<file path="src/rtl/pc_fetch_unit_if.sv">
// pc_fetch_unit_if: instruction-memory and decode handshake bundle for the fetch stage
// imem_req/imem_addr   fetch request and word address (fetch unit drives)
// imem_gnt             request accepted this cycle
// imem_rvalid/rdata    response valid and instruction word
// if_valid/inst/pc     FIFO head presented to decode (fetch unit drives)
// if_ready             decode accepts the head
interface pc_fetch_unit_if;
  logic        imem_req;
  logic [31:0] imem_addr;
  logic        imem_gnt;
  logic        imem_rvalid;
  logic [31:0] imem_rdata;
  logic        if_valid;
  logic [31:0] if_inst;
  logic [31:0] if_pc;
  logic        if_ready;
  modport master (
    output imem_req, imem_addr, if_valid, if_inst, if_pc,
    input  imem_gnt, imem_rvalid, imem_rdata, if_ready
  );
  modport slave (
    input  imem_req, imem_addr, if_valid, if_inst, if_pc,
    output imem_gnt, imem_rvalid, imem_rdata, if_ready
  );
endinterface

</file>
<file path="src/rtl/pc_fetch_unit.sv">
// pc_fetch_unit: program counter, single-outstanding instruction fetch and decode FIFO
// clk, rst         clock; asynchronous active-high reset
// ex_valid         branch-unit instruction valid (qualifies NextPCSrc)
// NextPCSrc        1 = redirect to BrTarget
// BrTarget         branch/jump target
// misalign         one-cycle pulse on a misaligned redirect (only with MISALIGN_TRAP_EN)
// bus              pc_fetch_unit_if.master: imem request/grant/response and decode valid/ready
// Optional feature macro: MISALIGN_TRAP_EN (redirect misaligned targets to TRAP_VEC)
module pc_fetch_unit #(
  parameter logic [31:0] RESET_PC  = 32'h0000_0000,
  parameter int          BUF_DEPTH = 2,
  parameter logic [31:0] TRAP_VEC  = 32'h0000_0004
) (
  input  logic        clk,
  input  logic        rst,
  input  logic        ex_valid,
  input  logic        NextPCSrc,
  input  logic [31:0] BrTarget,
  output logic        misalign,
  pc_fetch_unit_if.master bus
);
  localparam int AW = $clog2(BUF_DEPTH);
  localparam logic [AW:0] DEPTH = (AW+1)'(BUF_DEPTH);
  typedef enum logic [1:0] {IDLE, REQ, WAIT} state_t;
  state_t      state_q;
  logic [31:0] pc_q, req_pc_q, new_pc;
  logic        req_q, drop_q;
  logic [31:0] inst_q [BUF_DEPTH];
  logic [31:0] ipc_q [BUF_DEPTH];
  logic [AW-1:0] rd_q, wr_q;
  logic [AW:0] cnt_q, cnt_d;
  logic        redirect, valid, push, pop, space;
`ifdef MISALIGN_TRAP_EN
  logic        mis_q;
  assign new_pc   = |BrTarget[1:0] ? TRAP_VEC : {BrTarget[31:2], 2'b00};
  assign misalign = mis_q;
`else
  logic        unused_trap;
  assign new_pc      = {BrTarget[31:2], 2'b00};
  assign misalign    = 1'b0;
  assign unused_trap = ^{TRAP_VEC, BrTarget[1:0]};
`endif
  assign redirect = ex_valid & NextPCSrc;
  assign valid    = cnt_q != '0;
  assign pop      = valid & bus.if_ready;
  // a response is stored only if it is neither marked stale nor overtaken by a redirect
  assign push     = (state_q == WAIT) & bus.imem_rvalid & ~drop_q & ~redirect;
  assign cnt_d    = redirect ? '0 : cnt_q + (AW+1)'(push) - (AW+1)'(pop);
  // a new request is allowed only when a slot is free for its response after this edge
  assign space    = cnt_d < DEPTH;
  assign bus.imem_req  = req_q;
  assign bus.imem_addr = pc_q;
  assign bus.if_valid  = valid;
  assign bus.if_inst   = inst_q[rd_q];
  assign bus.if_pc     = ipc_q[rd_q];
  always_ff @(posedge clk or posedge rst) begin
    if (rst) begin
      state_q  <= IDLE;
      pc_q     <= RESET_PC;
      req_pc_q <= '0;
      req_q    <= 1'b0;
      drop_q   <= 1'b0;
      rd_q     <= '0;
      wr_q     <= '0;
      cnt_q    <= '0;
      for (int i = 0; i < BUF_DEPTH; i++) begin
        inst_q[i] <= '0;
        ipc_q[i]  <= '0;
      end
`ifdef MISALIGN_TRAP_EN
      mis_q    <= 1'b0;
`endif
    end else begin
`ifdef MISALIGN_TRAP_EN
      mis_q <= redirect & (|BrTarget[1:0]);
`endif
      if (redirect) begin
        rd_q <= '0;
        wr_q <= '0;
      end else begin
        if (push) begin
          inst_q[wr_q] <= bus.imem_rdata;
          ipc_q[wr_q]  <= req_pc_q;
          wr_q         <= wr_q + AW'(1);
        end
        if (pop) rd_q <= rd_q + AW'(1);
      end
      cnt_q <= cnt_d;
      pc_q  <= redirect ? new_pc : (state_q == REQ && bus.imem_gnt) ? pc_q + 32'd4 : pc_q;
      case (state_q)
        IDLE: begin
          state_q <= space ? REQ : IDLE;
          req_q   <= space;
        end
        REQ: if (bus.imem_gnt) begin
          // a grant coinciding with a redirect still owes a response, which must be thrown away
          req_pc_q <= pc_q;
          drop_q   <= redirect;
          state_q  <= WAIT;
          req_q    <= 1'b0;
        end
        WAIT: if (bus.imem_rvalid) begin
          drop_q  <= 1'b0;
          state_q <= space ? REQ : IDLE;
          req_q   <= space;
        end else begin
          drop_q  <= drop_q | redirect;
        end
        default: begin
          state_q <= IDLE;
          req_q   <= 1'b0;
        end
      endcase
    end
  end
endmodule

</file>
<file path="src/flat_wrapper.sv">
// flat-port wrapper written by rule: the top's interface ports become plain ports
module pc_fetch_unit_flat 
#(
  parameter logic [31:0] RESET_PC  = 32'h0000_0000,
  parameter int          BUF_DEPTH = 2,
  parameter logic [31:0] TRAP_VEC  = 32'h0000_0004
)
  (clk, rst, ex_valid, NextPCSrc, BrTarget, misalign, bus_imem_req, bus_imem_addr, bus_if_valid, bus_if_inst, bus_if_pc, bus_imem_gnt, bus_imem_rvalid, bus_imem_rdata, bus_if_ready);
  pc_fetch_unit_if bus_i ();
  input  logic clk;
  input  logic rst;
  input  logic ex_valid;
  input  logic NextPCSrc;
  input  logic [31:0] BrTarget;
  output logic misalign;
  output wire logic [$bits(bus_i.imem_req)-1:0] bus_imem_req;
  output wire logic [$bits(bus_i.imem_addr)-1:0] bus_imem_addr;
  output wire logic [$bits(bus_i.if_valid)-1:0] bus_if_valid;
  output wire logic [$bits(bus_i.if_inst)-1:0] bus_if_inst;
  output wire logic [$bits(bus_i.if_pc)-1:0] bus_if_pc;
  input wire logic [$bits(bus_i.imem_gnt)-1:0] bus_imem_gnt;
  input wire logic [$bits(bus_i.imem_rvalid)-1:0] bus_imem_rvalid;
  input wire logic [$bits(bus_i.imem_rdata)-1:0] bus_imem_rdata;
  input wire logic [$bits(bus_i.if_ready)-1:0] bus_if_ready;
  assign bus_imem_req = bus_i.imem_req;
  assign bus_imem_addr = bus_i.imem_addr;
  assign bus_if_valid = bus_i.if_valid;
  assign bus_if_inst = bus_i.if_inst;
  assign bus_if_pc = bus_i.if_pc;
  assign bus_i.imem_gnt = bus_imem_gnt;
  assign bus_i.imem_rvalid = bus_imem_rvalid;
  assign bus_i.imem_rdata = bus_imem_rdata;
  assign bus_i.if_ready = bus_if_ready;
  pc_fetch_unit #(.RESET_PC(RESET_PC), .BUF_DEPTH(BUF_DEPTH), .TRAP_VEC(TRAP_VEC)) u_core (.clk(clk), .rst(rst), .ex_valid(ex_valid), .NextPCSrc(NextPCSrc), .BrTarget(BrTarget), .misalign(misalign), .bus(bus_i));
endmodule
</file>
<file path="config.mk">
export PLATFORM = sky130hd
export DESIGN_NAME = pc_fetch_unit_flat
export DESIGN_NICKNAME = d
export VERILOG_FILES = /design/src/rtl/pc_fetch_unit_if.sv /design/src/rtl/pc_fetch_unit.sv /design/src/flat_wrapper.sv
export SDC_FILE = /design/constraint.sdc
export NUM_CORES = 1
export LEC_CHECK = 0
export ABC_CLOCK_PERIOD_IN_PS = 10200
export CORE_MARGIN = 2
export CORE_UTILIZATION = 45
export CTS_CLUSTER_DIAMETER = 150
export DETAILED_ROUTE_END_ITERATION = 6
export GPL_TIMING_DRIVEN = 0
export HOLD_SLACK_MARGIN = 0.12
export PLACE_DENSITY = 0.68
export SETUP_SLACK_MARGIN = 0.15
export SKIP_LAST_GASP = 1
export SLEW_MARGIN = 40
export SYNTH_ARGS = -nofsm -noshare
export SYNTH_HDL_FRONTEND = slang
export SYNTH_SLANG_ARGS = --single-unit
</file>
<file path="constraint.sdc">
create_clock -name clk -period 10.2 [get_ports clk]
set_input_delay 1.02 -clock clk [delete_from_list [all_inputs] [get_ports clk]]
set_output_delay 1.02 -clock clk [all_outputs]
set_load 0.01 [all_outputs]
</file>
==> results_tabular.tex <==
\begin{tabular}{lr}
\hline
Metric & Value \\
\hline
\multicolumn{2}{l}{\textbf{Outcome}} \\
\quad Outcome & finished, violations left \\
\quad Failing checks & DRC \\
\multicolumn{2}{l}{\textbf{Global route}} \\
\quad Initial antenna violation count & 0 \\
\quad Number of global-route vias before repair & approximately 6500 \\
\quad Global-route wire length before repair & 33.1 mm \\
\quad Pin count of the biggest net entering global routing & 79 \\
\quad Total Routing Usage GR & 20.9\% \\
\quad GRT overflow & 0 \\
\multicolumn{2}{l}{\textbf{Routing}} \\
\quad Pre-antenna DRT Iters & 7 \\
\quad First-iteration detailed-routing DRC count & 313 \\
\quad Remaining antenna violation count after routing & 0 \\
\quad Vias & around 6000 \\
\quad Average via count per standard cell & 5.34 \\
\quad Total Routed Length & 20.1 mm \\
\quad DRC errors left & 1 \\
\quad Routed length per placed instance & between 15 and 20 µm \\
\multicolumn{2}{l}{\textbf{Synth}} \\
\quad Cell with the most instances after synthesis & sky130\_fd\_sc\_hd\_\_dfrtp\_1 \\
\quad Mapped Cells & 692 \\
\quad Top cells by area, synth & sky130\_fd\_sc\_hd\_\_dfrtp\_1, sky130\_fd\_sc\_hd\_\_mux2\_2, sky130\_fd\_sc\_hd\_\_nand2\_1, sky130\_fd\_sc\_hd\_\_a31oi\_1, sky130\_fd\_sc\_hd\_\_o21ai\_0 \\
\quad Post-synth EDFFs & 0 \\
\quad Fraction of the yosys area taken by sequential cells & 56.1\% \\
\quad Library cell with the largest summed area after synthesis & sky130\_fd\_sc\_hd\_\_dfrtp\_1 \\
\quad Top flip-flop cell by instance count after synthesis & sky130\_fd\_sc\_hd\_\_dfrtp\_1 \\
\quad Average size of a mapped cell & 12.3 µm² \\
\quad Commonest cells in the netlist & sky130\_fd\_sc\_hd\_\_dfrtp\_1, sky130\_fd\_sc\_hd\_\_mux2\_2, sky130\_fd\_sc\_hd\_\_nand2\_1 \\
\quad Synthesized cell area & between 0.008 and 0.009 mm² \\
\quad Flop and latch count out of synthesis & roughly 190 \\
\quad Count of warnings emitted by yosys & 0 \\
\quad Library cells used by synthesis & 37 \\
\quad Proportion of register bits with asynchronous set or reset after synthesis & 100\% \\
\quad Area share of the largest cell type after synthesis & between 50\% and 60\% \\
\multicolumn{2}{l}{\textbf{Pwr}} \\
\quad Pwr dens & about 270 mW/mm² \\
\quad Total design power & slightly above 3000 µW \\
\quad Leakage & 0.00495 µW \\
\quad Largest vdd supply drop & 0.152 mV \\
\multicolumn{2}{l}{\textbf{Floorplanning}} \\
\quad Effective utilization at floorplan & 45.7\% \\
\quad Horizontal die dimension & 142 µm \\
\quad Die outline height & 142 µm \\
\quad Die outline area & 0.0200 mm² \\
\quad Ports placed on the boundary & 170 \\
\quad Rows & 50 \\
\quad Floorplan Core Area & 0.0186 mm² \\
\multicolumn{2}{l}{\textbf{Critical path}} \\
\quad CP max stage delay & 0.61 ns \\
\quad Kind of cell with the highest combined delay on the critical path & buffers and inverters \\
\quad Sort of element at the end of the critical path & primary output \\
\quad Critical-path top delay cell & sky130\_fd\_sc\_hd\_\_clkbuf\_1 \\
\quad Crit-path max FO & 10 \\
\quad Critical Path Source Type & flip-flop \\
\quad Data required time at the worst endpoint & 9.18 ns \\
\quad Number of buffers and inverters on the critical path & 3 \\
\quad Critical path arrival & 2.65 ns \\
\quad Critical setup path kind & reg2out \\
\quad Cell type with the highest occurrence count on the critical path & sky130\_fd\_sc\_hd\_\_clkbuf\_1 \\
\quad Cell chain of the critical path & clkbuf\_1 -> clkbuf\_1 -> mux2\_2 -> clkdlybuf4s50\_1 \\
\multicolumn{2}{l}{\textbf{Final layout}} \\
\quad Register area & 0.00478 mm² \\
\quad Fill count & 1507 \\
\quad Area Overhead vs Synth & 30.1\% \\
\quad Multi-input logic area & 0.00351 mm² \\
\quad Count of inserted antenna diode cells & 0 \\
\quad Layout cells sized above 1 & 26.6\% \\
\quad Nets & 953 \\
\quad Post-route non-filler standard cell count & 1126 \\
\multicolumn{2}{l}{\textbf{Placement}} \\
\quad Routability congestion estimate & 0.845 \\
\quad Number of port buffers & 162 \\
\quad Number of cells in the design after placement & $\sim$1100 \\
\quad Estimated wirelength of the detail-placed design & 14.4 mm \\
\multicolumn{2}{l}{\textbf{Timing}} \\
\quad Min Tclk post-route & 3.67 ns \\
\quad Setup Viol. Count Final & 0 \\
\quad Remaining max-slew budget at the tightest pin & 51.6\% \\
\quad Count of final max-slew check failures & 0 \\
\quad Max Clock Skew & 0.00580 ns \\
\quad Pin slew with the least headroom to its limit & 0.726 ns \\
\quad Fin. Hold Viols & 0 \\
\quad Part of the cycle the worst path needs & 36.0\% \\
\quad Fmax & 272 MHz \\
\quad Hold slack & $\sim$0.50 ns \\
\quad Unrepaired setup endpoints after global routing & false \\
\quad Total negative slack & 0 ns \\
\multicolumn{2}{l}{\textbf{Clock tree}} \\
\quad Inserted Clock Buffers & 17 \\
\quad Root Driver & sky130\_fd\_sc\_hd\_\_clkbuf\_16 \\
\quad Number of clock sinks & 191 \\
\quad Longest Clk Path Bufs & 2 \\
\quad Later-pin clock latency in the skew report & 0.42 ns \\
\quad Cts-stage hold buffer count & 0 \\
\quad Setup bufs post-CTS & 0 \\
\quad CTS tree & built \\
\quad Quantity of gates resized following cts & 0 \\
\quad H-tree depth reported by CTS & 4 \\
\quad Clk slew on worst S/H paths & 0.06 ns \\
\multicolumn{2}{l}{\textbf{Hold path}} \\
\quad Type of the worst min-delay path & reg2reg \\
\multicolumn{2}{l}{\textbf{Run}} \\
\quad Max-cap violations & 0 \\
\hline
\end{tabular}
-- routing by layer --
layer	up-vias	track usage (%)	share of wire, %
met5	-	0	0
met4	0	6.00	1.4
met3	17	4.25	5.2
met2	196	35.6	50
met1	3007	27.2	44
li1	2796	-	-
-- worst register-to-register path, cell delays in order, from the launching register on --
cell,delay [ns]
sky130_fd_sc_hd__dfrtp_1,0.51
sky130_fd_sc_hd__ha_1,0.23
sky130_fd_sc_hd__nand4b_1,0.23
sky130_fd_sc_hd__or4_1,0.49
sky130_fd_sc_hd__clkbuf_1,0.23
sky130_fd_sc_hd__buf_6,0.20
sky130_fd_sc_hd__or3_1,0.30
sky130_fd_sc_hd__a31oi_1,0.19
-- layout by cell type (no fill, tap or decap), types with 5 or more instances in the layout --
cell	synthesis	final
sky130_fd_sc_hd__nor2_1	23	23
sky130_fd_sc_hd__clkbuf_16	0	17
sky130_fd_sc_hd__nand2_1	101	101
sky130_fd_sc_hd__conb_1	1	5
sky130_fd_sc_hd__buf_4	5	5
sky130_fd_sc_hd__o31ai_1	10	10
sky130_fd_sc_hd__buf_2	9	9
sky130_fd_sc_hd__dfrtp_1	191	191
sky130_fd_sc_hd__xnor2_1	10	10
sky130_fd_sc_hd__a31oi_1	20	20
sky130_fd_sc_hd__clkbuf_1	28	31
sky130_fd_sc_hd__inv_1	9	8
sky130_fd_sc_hd__o21ai_0	25	25
sky130_fd_sc_hd__nand3_1	6	6
sky130_fd_sc_hd__nand4_1	9	9
sky130_fd_sc_hd__mux2_2	186	186
sky130_fd_sc_hd__clkdlybuf4s50_1	0	162
sky130_fd_sc_hd__or3_1	8	8
sky130_fd_sc_hd__or4_1	13	13
-- power by group --
part / switching, µW / total [µW] / internal [µW] / leakage (µW)
sequential: 192 / 1240 / 1050 / 0.00242
clock: 273 / 636 / 363 / 0.000276
combinational: 465 / 1150 / 688 / 0.00225
total: 930 / 3030 / 2100 / 0.00495
-- layout make-up --
cell class              count  area share [%]
plain buffers              45            1.86
clock buffers              24            4.44
clock inverters             8           0.734
inverters                   9           0.373
multi-input cells         451            31.7
flip-flops and latches    191            43.1
well taps                 234            2.64
repair buffers            164            15.1
-- final timing paths --
kind,from,endpoint,slack (ns),cells past startpoint
setup / recovery,u_core.rd_q,bus_if_pc[30],6.53,4
hold / removal,u_core.req_pc_q[13],u_core.req_pc_q[13],0.50,2
setup reg to reg,u_core.bus.imem_addr[2],u_core.bus.imem_addr[16],7.73,7
hold reg to reg,u_core.req_pc_q[13],u_core.req_pc_q[13],0.50,2
max in group asynchronous,rst,u_core.ipc_q[56],8.46,3
min in group asynchronous,rst,u_core.inst_q[29],1.00,2
-- state kept, by name (all words and copies together) (netlist names) --
register	count
u_core.wr_q	1
u_core.ipc_q	60
u_core.rd_q	1
u_core.req_pc_q	30
u_core.state_q	2
u_core.inst_q	64
u_core.bus.imem_addr	30
u_core.cnt_q	2
u_core.drop_q	1
-- logic make-up after synthesis --
| family | count (synthesis) | share of synthesized area (%) |
|---|---|---|
| multiplexers | 186 | 24.6 |
| flip-flops | 191 | 56.1 |
| XOR/XNOR | 14 | 1.44 |
| other | 1 | 0.0440 |
| buffers and inverters | 54 | 2.82 |
| AO/OA/AOI/OAI | 59 | 4.19 |
| AND/OR/NAND/NOR | 184 | 10.3 |
| adder cells (fa/ha/maj) | 3 | 0.441 |
-- stage by stage --
step | area [µm²] | utilization [%] | setup slack [ns]
finish | 11100 | 59.4 | 6.53
floorplan | 8530 | - | 3.98
CTS | 11100 | 59.4 | 6.45
global placement | 10400 | 56.0 | 1.85
detailed placement | 10500 | 56.3 | 6.80
global route | 11100 | 59.4 | 6.35
Power figures use the tool's default switching activity.
